File: src/rtl/fetch_sequencer.sv
// rtl/fetch_sequencer.sv - PC and status-flag sequencer with start/run/done control
// Drives the instruction ROM address and returns the registered FLAG to the decoder.
module fetch_sequencer #(
  parameter int PC_W       = 10,
  parameter int START_ADDR = 0,
  parameter int CNT_W      = 16
) (
  input  logic             Clk,
  input  logic             Reset,
  input  logic             Start,
  input  logic             Halt,
  input  logic             branch_en,
  input  logic [PC_W-1:0]  Target,
  input  logic             flag_write,
  input  logic             flag_d,
  input  logic             overflow_write,
  input  logic             overflow_d,
  output logic [PC_W-1:0]  ProgCtr,
  output logic             FLAG_OUT,
  output logic             OVERFLOW_OUT,
  output logic             Running,
  output logic             Done,
  output logic [CNT_W-1:0] CycleCount
);

  typedef enum logic [1:0] {
    S_IDLE = 2'd0,
    S_RUN  = 2'd1,
    S_DONE = 2'd2
  } state_t;

  localparam logic [PC_W-1:0]  START_PC = PC_W'(START_ADDR);
  localparam logic [CNT_W-1:0] CNT_MAX  = '1;

  state_t           r_state, w_state_nxt;
  logic [PC_W-1:0]  r_pc, w_pc_nxt;
  logic             r_flag, w_flag_nxt;
  logic             r_ovf, w_ovf_nxt;
  logic [CNT_W-1:0] r_cnt, w_cnt_nxt;

  always_ff @(posedge Clk) begin
    if (Reset) begin
      r_state <= S_IDLE;
      r_pc    <= '0;
      r_flag  <= 1'b0;
      r_ovf   <= 1'b0;
      r_cnt   <= '0;
    end else begin
      r_state <= w_state_nxt;
      r_pc    <= w_pc_nxt;
      r_flag  <= w_flag_nxt;
      r_ovf   <= w_ovf_nxt;
      r_cnt   <= w_cnt_nxt;
    end
  end

  always_comb begin
    w_state_nxt = r_state;
    w_pc_nxt    = r_pc;
    w_flag_nxt  = r_flag;
    w_ovf_nxt   = r_ovf;
    w_cnt_nxt   = r_cnt;
    case (r_state)
      S_RUN: begin
        // Flag writes and the counter tick commit even on the Halt edge.
        if (flag_write)     w_flag_nxt = flag_d;
        if (overflow_write) w_ovf_nxt  = overflow_d;
        if (r_cnt != CNT_MAX) w_cnt_nxt = r_cnt + 1'b1;
        if (Halt)           w_state_nxt = S_DONE;
        else if (branch_en) w_pc_nxt    = Target;
        else                w_pc_nxt    = r_pc + 1'b1;
      end
      S_IDLE, S_DONE: begin
        if (Start) begin
          w_state_nxt = S_RUN;
          w_pc_nxt    = START_PC;
          w_flag_nxt  = 1'b0;
          w_ovf_nxt   = 1'b0;
          w_cnt_nxt   = '0;
        end
      end
      default: w_state_nxt = S_IDLE;
    endcase
  end

  assign ProgCtr      = r_pc;
  assign FLAG_OUT     = r_flag;
  assign OVERFLOW_OUT = r_ovf;
  assign Running      = (r_state == S_RUN);
  assign Done         = (r_state == S_DONE);
  assign CycleCount   = r_cnt;

endmodule

File: config.mk
export PLATFORM = sky130hd
export DESIGN_NAME = fetch_sequencer
export DESIGN_NICKNAME = d
export VERILOG_FILES = /design/src/rtl/fetch_sequencer.sv
export SDC_FILE = /design/constraint.sdc
export NUM_CORES = 1
export LEC_CHECK = 0
export ABC_AREA = 1
export BUFFER_PORTS_ARGS = -buffer_cell sky130_fd_sc_hd__buf_2
export CAP_MARGIN = 20
export CORE_MARGIN = 2
export CORE_UTILIZATION = 40
export CTS_CLUSTER_DIAMETER = 40
export CTS_CLUSTER_SIZE = 25
export DETAILED_ROUTE_END_ITERATION = 8
export PLACE_DENSITY_LB_ADDON = 0.25
export REMOVE_ABC_BUFFERS = 1
export SYNTH_ARGS = -nofsm -noshare
export SYNTH_HDL_FRONTEND = slang
export SYNTH_SLANG_ARGS = --single-unit
File: constraint.sdc
create_clock -name Clk -period 3.9 [get_ports Clk]
set_clock_uncertainty 0.1 [all_clocks]
set_input_delay 0.195 -clock Clk [delete_from_list [all_inputs] [get_ports Clk]]
set_output_delay 0.195 -clock Clk [all_outputs]
set_load 0.1 [all_outputs]
==> reports/qor.yml <==
holdBufCountCts: 0
first_iter_violations: 81
slowest_stage: "dfxtp_1"
fmax_ghz: 0.510
syn_area_um2: 1970
status: "finished clean"
grt_pass1_wl_mm: 7.93
drive_gt1_frac: 0.234
numCtsBuffers: 5
grt_usage: 0.185
cp-end-kind: "output port"
slew_headroom: 0.674
cts-root-buf: "clkbuf_8"
syn2layout_area_growth_pct: 18.3
startpoint: "r_state[0]"
ys_ff_latch: 30
place_congestion: 0.878
die_y_um: 74.1
swShare: 0.312
r2r-end: "CycleCount[12]"
clk_latency_ns: 0.28
post_cts_resized: 0
r2r-start: "CycleCount[0]"
rrSetupSlack_ns: 2.05
fill_cells: 485
vias: 1982
syn_avg_cell_area_um2: 6.51
synth_cells: 302
port_buffers: 48
clockPowerShare: 0.366
power_w: 0.000707
slew_viol_final: 0
yosysUniqueCellTypes: 36
setup_viol: 0
p_comb_frac: 0.180
worst_ep_arrival_time_ns: 1.66
critPathMaxStageDelay_ns: 0.62
grt_overflow: 0
cts_setup_buffers: 0
dp_hpwl_mm: 3.62
antenna_found_initial: 0
start_util: 0.416
fin_nets: 371
hold_viol_final: 0
hold_class: "input port to flip-flop"
critPathRequiredTime_ns: 3.61
post-place-ws_ns: 2.08
routed_via_density: 4.74
crit_cells: 3
startpoint_type: "flip-flop"
rows: 25
grt_pass1_vias: 1743
critPathTopFamily: "flip-flops"
synth-edff-count: 0
dr.pass1.iters: 4
crit_buf_inv: 2
clock-sinks: 30
path_cells: "inv_4 > nor2_8 > buf_2"
p_per_area_nw_per_um2: 304
drc: 0
grt_max_degree: 19
pwr-share-seq: 0.454
htree_levels: 2
synth_flop_cell: "dfxtp_1"
intPower_w: 0.000487
cts_buffer_depth: 2
die_w_um: 74.1
finalCriticalPeriod_ns: 1.96
io_pins: 49
ir_worst_vdd_uv: 115
core_um2: 4720
async_reset_ff_frac: 0
cap_violations: 0
insertedDiodeCount: 0
holdWs_ns: 0.0821
p_leak_nw: 1.05
finalWorstSetupSlack_ns: 1.94
setup_tns_ns: 0
drt_wl_total_mm: 4.78
crit_end: "Running"
yosysWarnings: 0
wire_per_inst_um: 11.4
final_util: 0.492
tightest_slew_ns: 0.488
dieArea_um2: 5490
r2r_cells: 7
antenna_left: 0
cts_tree: "built"
path_max_fanout: 10
clkTransAtPathRegs_ns: 0.06
ys_seq_area_frac: 0.305
crit_type: "flip-flop to output port"
fin_crit_sh: 0.502
rsz0062_at_grt: "false"
p_switching_w: 0.000220
[worst min path at each step]
stage	startpoint	endpoint	slack (ns)	depth (start not counted)
finish	flag_d	FLAG_OUT	0.08	3
global route	flag_d	FLAG_OUT	0.08	3
CTS	overflow_d	OVERFLOW_OUT	0.08	3
detailed placement	FLAG_OUT	FLAG_OUT	0.36	2
global placement	OVERFLOW_OUT	OVERFLOW_OUT	0.35	2
floorplan	Reset	CycleCount[2]	0.16	1
[per-stage QoR]
| stage | std cells | area, um^2 |
|---|---|---|
| after floorplan | 295 | 1910 |
| after global placement | 410 | 2230 |
| after detailed placement | 410 | 2230 |
| after CTS | 418 | 2330 |
| after global routing | 418 | 2330 |
| final | 418 | 2330 |
[cells by family (layout without fill, tap and decap cells)]
group                      Yosys count  count (layout)  synth area share
DFF                                 30              30             0.305
and+or+nand+nor                    188             188             0.469
xor gates and xnor gates             3               3            0.0134
AOI/OAI and AO/OA                   35              35            0.0961
buffers and inverters               44              93             0.103
adders and majority gates            2               2            0.0127
[registers in the layout (all words and copies together), names as in the netlist]
signal        cells
CycleCount       16
ProgCtr          10
FLAG_OUT          1
r_state           2
OVERFLOW_OUT      1
[synth_stat cells, types with 3 or more instances]
| master | n | area, um^2 |
|---|---|---|
| nand3_1 | 23 | 115 |
| nand2_1 | 94 | 353 |
| inv_1 | 32 | 120 |
| o21ai_1 | 3 | 15.0 |
| nor2_1 | 42 | 158 |
| a21oi_1 | 20 | 100 |
| dfxtp_1 | 30 | 601 |
| nand3b_1 | 4 | 30.0 |
| o21ai_0 | 8 | 40.0 |
| nand3_2 | 3 | 30.0 |
| nor2_2 | 4 | 25.0 |
| nand3_4 | 3 | 52.6 |
| inv_2 | 3 | 11.3 |
| nand4_1 | 3 | 18.8 |
[final cells by class]
cell class | instances | area (um^2) | share of cell area
Tap cell | 67 | 83.8 | 0.0360
Inverter | 37 | 146 | 0.0629
Clock inverter | 1 | 5.00 | 0.00215
Sequential cell | 30 | 601 | 0.258
Timing Repair Buffer | 48 | 240 | 0.103
Multi-Input combinational cell | 228 | 1160 | 0.500
Clock buffer | 7 | 86.3 | 0.0371
[layout by cell type, fill, tap and decap left out, types with 2 or more instances in the layout]
| cell type | synthesis | routed |
|---|---|---|
| o21ai_1 | 3 | 3 |
| nand3b_1 | 4 | 4 |
| nand2_4 | 2 | 2 |
| a21oi_1 | 20 | 20 |
| o21ai_0 | 8 | 8 |
| nand3_1 | 23 | 23 |
| dfxtp_1 | 30 | 30 |
| nand3_4 | 3 | 3 |
| a21oi_2 | 2 | 2 |
| nand4_1 | 3 | 3 |
| ha_1 | 2 | 2 |
| clkbuf_8 | 0 | 6 |
| xor2_1 | 2 | 2 |
| inv_1 | 32 | 32 |
| nor2_8 | 2 | 2 |
| nor2_2 | 4 | 4 |
| buf_2 | 0 | 48 |
| nand2_1 | 94 | 94 |
| nor2_1 | 42 | 42 |
| nor2_4 | 2 | 2 |
| nand3_2 | 3 | 3 |
| inv_2 | 3 | 3 |
[metal layers]
metal,part of all wire,track usage
met5,0,0
met4,0.012,0.0545
met3,0.056,0.0447
met2,0.48,0.316
met1,0.45,0.232
[tightest hold or removal path: cells and delay by family]
family,cells,cell delay (ns)
buffers and inverters,1,0.09
and+or+nand+nor,1,0.07
AOI/OAI and AO/OA,1,0.05
[power groups by stage]
| stage | Sequential, W | Clock [W] | Combinational (W) |
|---|---|---|---|
| CTS | 0.000321 | 0.000267 | 0.000128 |
| global route | 0.000322 | 0.000280 | 0.000139 |
| detailed placement | 0.000328 | 0 | 0.000127 |
| global placement | 0.000328 | 0 | 0.000127 |
| finish | 0.000321 | 0.000259 | 0.000128 |
| floorplan | 0.000357 | 0 | 0.0000660 |
Power figures use the tool's default switching activity.
